$ cat src/rtl/vga_frame_reader.sv
// VGA scan-out: pixel-tick timing, raster read addresses into the
// frame-buffer BRAM, registered 12-bit RGB and active-low syncs.
//
// Ports:
//   clk, rst_n            system clock, async active-low reset
//   rd_addr, rd_en        frame-buffer read request (one clk strobe)
//   rd_data               pixel word {R,G,B}, RD_LATENCY clk after rd_en
//   vga_r/g/b             colour outputs, 4 bits each
//   vga_hsync, vga_vsync  syncs, active low, aligned with rgb
//   frame_start           one-clk pulse on the pixel (0,0) tick
//   line_active           high while the current line is in V_ACTIVE
//   test_mode             colour-bar override (VGA_TEST_PATTERN_EN only)
//
// Build option: define VGA_TEST_PATTERN_EN to add test_mode colour bars.

module vga_frame_reader #(
  parameter int CLK_DIV    = 4,
  parameter int RD_LATENCY = 1,
  parameter int H_ACTIVE   = 640,
  parameter int H_FP       = 16,
  parameter int H_SYNC     = 96,
  parameter int H_BP       = 48,
  parameter int V_ACTIVE   = 480,
  parameter int V_FP       = 10,
  parameter int V_SYNC     = 2,
  parameter int V_BP       = 33,
  parameter int ADDR_W     = 19
) (
  input  logic              clk,
  input  logic              rst_n,
  output logic [ADDR_W-1:0] rd_addr,
  output logic              rd_en,
  input  logic [11:0]       rd_data,
  output logic [3:0]        vga_r,
  output logic [3:0]        vga_g,
  output logic [3:0]        vga_b,
  output logic              vga_hsync,
  output logic              vga_vsync,
  output logic              frame_start,
  output logic              line_active
`ifdef VGA_TEST_PATTERN_EN
  ,
  input  logic              test_mode
`endif
);

  localparam int H_TOT = H_ACTIVE + H_FP + H_SYNC + H_BP;
  localparam int V_TOT = V_ACTIVE + V_FP + V_SYNC + V_BP;
  localparam int DW    = $clog2(CLK_DIV);
  localparam int HW    = $clog2(H_TOT);
  localparam int VW    = $clog2(V_TOT);

  localparam logic [DW-1:0] DIV_LAST = DW'(CLK_DIV - 1);
  localparam logic [HW-1:0] H_LAST   = HW'(H_TOT - 1);
  localparam logic [VW-1:0] V_LAST   = VW'(V_TOT - 1);
  localparam logic [HW-1:0] H_VIS    = HW'(H_ACTIVE);
  localparam logic [VW-1:0] V_VIS    = VW'(V_ACTIVE);
  localparam logic [HW-1:0] HS_BEG   = HW'(H_ACTIVE + H_FP);
  localparam logic [HW-1:0] HS_END   = HW'(H_ACTIVE + H_FP + H_SYNC - 1);
  localparam logic [VW-1:0] VS_BEG   = VW'(V_ACTIVE + V_FP);
  localparam logic [VW-1:0] VS_END   = VW'(V_ACTIVE + V_FP + V_SYNC - 1);

  logic [DW-1:0]         div_cnt;
  logic [HW-1:0]         h_cnt;
  logic [VW-1:0]         v_cnt;
  logic [ADDR_W-1:0]     addr_cnt;
  logic [RD_LATENCY-1:0] lat_sr;
  logic [11:0]           pix_reg;
  logic [11:0]           rgb;
  logic                  vis_d;
  logic                  hs_d;
  logic                  vs_d;

  logic        pix_en;
  logic        visible;
  logic        h_last;
  logic        v_last;
  logic        hs_now;
  logic        vs_now;
  logic        rd_go;
  logic        cap_now;
  logic        tp_on;
  logic [11:0] pix_src;
  logic [11:0] rgb_src;

  assign {vga_r, vga_g, vga_b} = rgb;

  always_comb begin
    pix_en  = (div_cnt == DIV_LAST);
    visible = (h_cnt < H_VIS) && (v_cnt < V_VIS);
    h_last  = (h_cnt == H_LAST);
    v_last  = (v_cnt == V_LAST);
    hs_now  = !((h_cnt >= HS_BEG) && (h_cnt <= HS_END));
    vs_now  = !((v_cnt >= VS_BEG) && (v_cnt <= VS_END));
    rd_go   = pix_en && visible && !tp_on;
    cap_now = lat_sr[RD_LATENCY-1];
    // Bypass lets RD_LATENCY reach CLK_DIV-1: the word lands on the
    // same edge the output stage consumes it.
    pix_src = cap_now ? rd_data : pix_reg;
  end

  always_ff @(posedge clk or negedge rst_n) begin
    if (!rst_n) begin
      div_cnt <= '0;
    end else if (pix_en) begin
      div_cnt <= '0;
    end else begin
      div_cnt <= div_cnt + DW'(1);
    end
  end

  always_ff @(posedge clk or negedge rst_n) begin
    if (!rst_n) begin
      h_cnt <= '0;
      v_cnt <= '0;
    end else if (pix_en) begin
      if (h_last) begin
        h_cnt <= '0;
        v_cnt <= v_last ? '0 : v_cnt + VW'(1);
      end else begin
        h_cnt <= h_cnt + HW'(1);
      end
    end
  end

  // Raster address by increment only; cleared on the last frame tick.
  always_ff @(posedge clk or negedge rst_n) begin
    if (!rst_n) begin
      addr_cnt <= '0;
    end else if (pix_en) begin
      if (h_last && v_last) begin
        addr_cnt <= '0;
      end else if (visible) begin
        addr_cnt <= addr_cnt + ADDR_W'(1);
      end
    end
  end

  always_ff @(posedge clk or negedge rst_n) begin
    if (!rst_n) begin
      rd_en   <= 1'b0;
      rd_addr <= '0;
    end else begin
      rd_en <= rd_go;
      if (rd_go) begin
        rd_addr <= addr_cnt;
      end
    end
  end

  always_ff @(posedge clk or negedge rst_n) begin
    if (!rst_n) begin
      lat_sr  <= '0;
      pix_reg <= '0;
    end else begin
      lat_sr[0] <= rd_en;
      for (int i = 1; i < RD_LATENCY; i++) begin
        lat_sr[i] <= lat_sr[i-1];
      end
      if (cap_now) begin
        pix_reg <= rd_data;
      end
    end
  end

  always_ff @(posedge clk or negedge rst_n) begin
    if (!rst_n) begin
      frame_start <= 1'b0;
      line_active <= 1'b0;
    end else begin
      frame_start <= pix_en && (h_cnt == '0) && (v_cnt == '0);
      if (pix_en) begin
        line_active <= (v_cnt < V_VIS);
      end
    end
  end

`ifdef VGA_TEST_PATTERN_EN
  localparam int BAR_W = H_ACTIVE / 8;
  localparam int BW    = (BAR_W > 1) ? $clog2(BAR_W) : 1;
  localparam logic [BW-1:0] BAR_LAST = BW'(BAR_W - 1);

  logic [BW-1:0] bar_px;
  logic [2:0]    bar_idx;
  logic [11:0]   tp_d;

  assign tp_on = test_mode;

  // Bar counters track h_cnt so no divider is needed.
  always_ff @(posedge clk or negedge rst_n) begin
    if (!rst_n) begin
      bar_px  <= '0;
      bar_idx <= '0;
      tp_d    <= '0;
    end else if (pix_en) begin
      tp_d <= {{4{bar_idx[2]}}, {4{bar_idx[1]}}, {4{bar_idx[0]}}};
      if (h_last) begin
        bar_px  <= '0;
        bar_idx <= '0;
      end else if (bar_px == BAR_LAST) begin
        bar_px  <= '0;
        bar_idx <= bar_idx + 3'd1;
      end else begin
        bar_px <= bar_px + BW'(1);
      end
    end
  end

  assign rgb_src = tp_on ? tp_d : pix_src;
`else
  assign tp_on   = 1'b0;
  assign rgb_src = pix_src;
`endif

  // Output stage: one tick behind the counters so rgb and syncs align.
  always_ff @(posedge clk or negedge rst_n) begin
    if (!rst_n) begin
      vis_d     <= 1'b0;
      hs_d      <= 1'b1;
      vs_d      <= 1'b1;
      vga_hsync <= 1'b1;
      vga_vsync <= 1'b1;
      rgb       <= '0;
    end else if (pix_en) begin
      vis_d     <= visible;
      hs_d      <= hs_now;
      vs_d      <= vs_now;
      vga_hsync <= hs_d;
      vga_vsync <= vs_d;
      rgb       <= vis_d ? rgb_src : 12'h000;
    end
  end

endmodule

$ cat config.mk
export PLATFORM = sky130hd
export DESIGN_NAME = vga_frame_reader
export DESIGN_NICKNAME = d
export VERILOG_FILES = /design/src/rtl/vga_frame_reader.sv
export SDC_FILE = /design/constraint.sdc
export NUM_CORES = 1
export LEC_CHECK = 0
export CAP_MARGIN = 20
export CORE_ASPECT_RATIO = 1.2
export CORE_MARGIN = 3
export CORE_UTILIZATION = 45
export CTS_BUF_LIST = sky130_fd_sc_hd__clkbuf_2 sky130_fd_sc_hd__clkbuf_4 sky130_fd_sc_hd__clkbuf_8
export DETAILED_ROUTE_END_ITERATION = 7
export GPL_TIMING_DRIVEN = 0
export PLACE_DENSITY = 0.67
export SYNTH_ARGS = -nofsm -noshare
export SYNTH_HDL_FRONTEND = slang
export SYNTH_SLANG_ARGS = --single-unit
$ cat constraint.sdc
create_clock -name clk -period 4.63 [get_ports clk]
set_input_delay 0.6945 -clock clk [delete_from_list [all_inputs] [get_ports clk]]
set_output_delay 0.6945 -clock clk [all_outputs]
set_load 0.005 [all_outputs]
* Yosys cells after proc, flatten, opt, wreduce, memory -nomap -nowiden
Index checks and enable logic that the tools add are counted.
Word-level totals: register bits after elaboration 93, bits of input ports 14, output and inout bits 36, word-level logic and storage cells 50
Cells by class: add/subtract/negate cells 4, order comparisons 6, equal/unequal tests 3, mux-type cells 7, reduce and logical (&&, ||, !) cells 14
Operator list (count):
- 2-to-1 mux 19 bit | 2
- 2-to-1 mux 12 bit | 2
- adder 10 x 1 -> 10 bit, second input constant | 2
- == test 10 bit, second input constant | 2
- logical NOT 10 bit | 2
- 2-to-1 mux 10 bit | 2
- adder 19 x 1 -> 19 bit, second input constant | 1
- greater-or-equal comparator 10 bit, second input constant | 1
- greater-or-equal comparator 10 x 9 -> 1 bit, second input constant | 1
- <= comparator 10 bit, second input constant | 1
- <= comparator 10 x 9 -> 1 bit, second input constant | 1
- less-than comparator 10 bit, second input constant | 1
- less-than comparator 10 x 9 -> 1 bit, second input constant | 1
- logical AND 1 bit | 7
- AND reduction 2 bit | 2
- adder 2 x 1 -> 2 bit, second input constant | 1
- == test 2 bit, second input constant | 1
- logical NOT 1 bit | 2
- 2-to-1 mux 2 bit | 1
- nonzero test 2 bit | 1

* Logic depth before layout (Yosys ltp)
depth after elaboration 4, gate-level depth with buffers 9, mapped depth without buffers 7

* Worst setup path before layout
No wires, ideal clock.
path kind register -> register, from register h_cnt[0], to register v_cnt[7], setup time 0.124 ns, data arrival time 1.872 ns, required time 4.506 ns, path slack 2.634 ns, stages on the path, launching flop included 8, path buffers 1, clock period less this slack 1.996 ns, cells stage by stage dfrtp_1 > ha_1 > nand4_4 > or4_4 > buf_6 > nor4_4 > nand3_1 > xnor2_1
Between the ends: word-level cells in the longest chain between the ends 2
Ends and longest elaborated chain:
- start: declaration | RTL line 64 | logic [HW-1:0] h_cnt;
- start signal: assignment | RTL line 121 | h_cnt <= h_cnt + HW'(1);
- == test 10 bit | RTL line 91 | h_last = (h_cnt == H_LAST);
- AND reduction 2 bit (no line)
- end signal: assignment | RTL line 119 | v_cnt <= v_last ? '0 : v_cnt + VW'(1);
- end: declaration | RTL line 65 | logic [VW-1:0] v_cnt;
No other way between the ends. A chain may end at the register's enable or synchronous reset.

* Final worst setup path
from register h_cnt[0], to register addr_cnt[4]
Between the ends: word-level cells in the longest chain between the ends 4, elaborated cells between the ends (all ways) 7, classes of those cells order compare: 1; eq/ne: 1; mux: 1; reduce/logical: 4
Ends and longest elaborated chain:
- less-than comparator 10 bit / == test 10 bit (equally long branches) | RTL line 90, 91
- logical AND 1 bit (on tied branches) | RTL line 90, 131
- nonzero test 2 bit (no line)
- AND reduction 2 bit (no line)
- end signal: assignment | RTL line 134 | addr_cnt <= addr_cnt + ADDR_W'(1);
- end: declaration | RTL line 66 | logic [ADDR_W-1:0] addr_cnt;
Several ways; a longest one is shown, not always the timed one.

==> summary.md <==
Die
• **Die ar.** 10,400 sq um
• **initial core utilization** 47.3%
• **Placeable Area** 8800 sq um
• **die height** 111 um
• **horizontal die dimension** 93.8 um
• **number of core rows** 37
• **top-level I/O count** 50

Logic synthesis
• **proportion of synthesized flip-flops having asynchronous set or reset** 100%
• **post-synth top area cell** dfrtp_1
• **synthesized instance count** 414
• **Post-Synthesis Net Count** 435
• **post-synthesis sequential element count** 93
• **number of flops mapped to enable cells by yosys** 0
• **fraction of synthesized cell area taken by the top area cell type** 53.5%
• **Mapped Avg Cell Area** 10.0 sq um
• **count of synthesis-stage warnings from yosys** 0
• **top cells by area, synth** dfrtp_1, nand2_1, mux2_2
• **Syn Std Cell Area** 4160 sq um
• **sequential element share of the synthesized area** 56.1%
• **number of distinct standard cells referenced by the synthesized netlist** 45
• **Post-synth top flop** dfrtp_1

Global route
• **total global routing overflow** 0
• **largest net degree at the start of global routing** 62
• **GRT Total Usage** 17.9%
• **wire length of the first global-routing pass** 15.3 mm
• **initial antenna violation count** 0
• **vias in the first global route** 3,217

Final layout
• **leading registers by flop count** addr_cnt (19), rd_addr (19)
• **final layout net count** 496
• **area growth from synthesis to final layout** 20.6%
• **share of post-route cells with drive strength above 1** 10.2%
• **post-route design area** 5020 sq um
• **Finished Layout Cells** 597
• **number of antenna repair diodes** 0

CTS
• **CTS tree** yes
• **number of buffers added by the clock tree synthesis step** 9
• **Reg clk slew, reported paths** 0.10 ns
• **H-Tree Depth** 3
• **cts hold-fix bufs** 0
• **Root Buffer Master** clkbuf_8
• **maximum root-to-sink buffer count** 2
• **count of instances resized after the clock tree is built** 0
• **Setup Fix Bufs, Post-CTS** 0
• **number of clock sinks** 93
• **clock network latency to the later pin of the worst-skew pair** 0.37 ns

Placed design
• **Routability Congestion** 0.830
• **sum of net half-perimeters after detailed placement** 6.11 mm
• **dpl cells** 581
• **I/O Buffers** 49
• **instance area at placement** 4820 sq um

Worst setup path
• **data arrival time of the worst path** 2.78 ns
• **maximum fanout along the worst path** 8
• **data required time of the critical path** 4.89 ns
• **launching element type of the critical path** register
• **crit path capture type** register
• **classification of the worst setup path** register to register

Timing
• **number of hold-slack violations in the final timing report** 0
• **Max Slew Vio Count** 0
• **Final setup violation count** 0
• **pin slew with the least headroom to its limit** 0.927 ns
• **shortest period the worst path allows** 2.53 ns
• **unrepaired setup endpoints after global routing** false
• **final worst clock skew** 0.0109 ns
• **fmax** 0.396 GHz
• **worst relative slew slack** 37.7%
• **fraction of the cycle the final worst path needs** 54.6%
• **worst hold margin** 0.269 ns

Routing
• **number of nets with antenna violations after detailed routing** 0
• **Initial DRT Pass Iterations** 4
• **detailed router's first-iteration violation count** 138
• **routed wire length per instance** 14.6 um
• **number of vias in the routed layout** 3,182
• **DRC errors left** 0
• **sum of routed wire length over all layers** 8.72 mm
• **average via count per standard cell** 5.33

Pwr
• **power density of the placed cells** 281 nW/um^2
• **leakage power summed over all cells** 0.00217 uW
• **peak supply drop** 0.146 mV

Flow run
• **number of max-cap violations** 0

Min path
• **classification of the worst-slack hold path** input port to async pin

Outcome
• **status** finished, final reports clean

[per-layer routing]
layer  routed length [um]  global-route usage, %  up-vias
met1                 3810                   24.1     1556
met4                  121                   4.82        0
met5                    0                      0        -
met3                  382                   3.78       10
li1                     -                      -     1539
met2                 4400                   29.5       77
[critical path, stage by stage (launching register included)]
cell and delay, ns:
dfrtp_1 0.41, ha_1 0.25, nand3_1 0.12, nor4_2 0.78, nand2_1 0.38, a21o_1 0.25, a22o_1 0.22
[through the flow]
stage	setup WS (ns)	power [uW]	TNS [ns]	utilization (%)
detailed placement	2.11	895	0	54.8
floorplan	2.63	852	0	-
finish	2.10	1410	0	57.0
CTS	2.08	1430	0	57.0
global route	1.84	1470	0	57.0
global placement	-0.535	891	-47.23	54.5
[cell type report]
type,instances,area (sq um)
clock buffer,9,124
fill,791,3780
tap,117,146
inverter,20,75.1
sequential,93,2330
clock inverter,7,70.1
timing repair buffer,50,515
multi-input combinational,282,1670
buffer,19,81.3
[worst paths after layout]
| kind | cells after the start | slack [ns] | end | startpoint |
|---|---|---|---|---|
| max | 6 | 2.10 | addr_cnt[4]$_DFFE_PN0P_ | h_cnt[0]$_DFFE_PN0P_ |
| min | 1 | 0.27 | v_cnt[8]$_DFFE_PN0P_ | rst_n |
| max reg2reg | 6 | 2.10 | addr_cnt[4]$_DFFE_PN0P_ | h_cnt[0]$_DFFE_PN0P_ |
| min reg2reg | 0 | 0.38 | cap_now$_DFF_PN0_ | rd_en$_DFF_PN0_ |
| max in group asynchronous | 2 | 3.70 | vga_vsync$_DFFE_PN1P_ | rst_n |
| min in group clk | 0 | 0.38 | cap_now$_DFF_PN0_ | rd_en$_DFF_PN0_ |
[cells in the mapped netlist, types with 4 or more instances]
master	count
dfrtp_1	89
nand2_1	79
o21ai_0	34
nand3_1	30
inv_1	20
nor2_1	20
mux2_2	16
a21oi_1	15
clkbuf_1	12
xor2_1	9
nor3_1	8
ha_1	7
nand4_1	7
a31oi_1	5
xnor2_1	5
and3_1	4
buf_1	4
dfstp_2	4
nor4_1	4
[power by group]
group | internal [uW] | switching, uW | leakage, uW
clock | 213 | 320 | 0.0000977
combinational | 26.1 | 24.6 | 0.000895
sequential | 822 | 3.93 | 0.00117
total | 1060 | 349 | 0.00217
[placed cells by master (no fill, tap or decap), types with 4 or more instances in the layout]
cell,instances
dfrtp_1,89
inv_1,20
buf_1,4
xnor2_1,5
clkbuf_1,12
clkdlybuf4s50_1,48
a21oi_1,15
nor3_1,8
a31oi_1,5
nand2_1,79
ha_1,7
nand3_1,30
nand4_1,7
xor2_1,9
inv_8,4
and3_1,4
nor4_1,4
dfstp_2,4
clkbuf_8,9
o21ai_0,34
mux2_2,16
nor2_1,20
[logic make-up (layout without fill, tap and decap cells)]
kind of cell / after synthesis / count (layout) / share of synthesized area (%)
buffers and inverters: 39 / 105 / 3.76
adder cells (fa/ha/maj): 7 / 7 / 2.11
AND/OR/NAND/NOR: 177 / 177 / 21.4
multiplexers: 17 / 17 / 4.57
XOR/XNOR: 14 / 14 / 2.95
AO/OA/AOI/OAI: 67 / 67 / 9.11
flip-flops: 93 / 93 / 56.1
No activity file was read; power rests on OpenSTA's default activity.
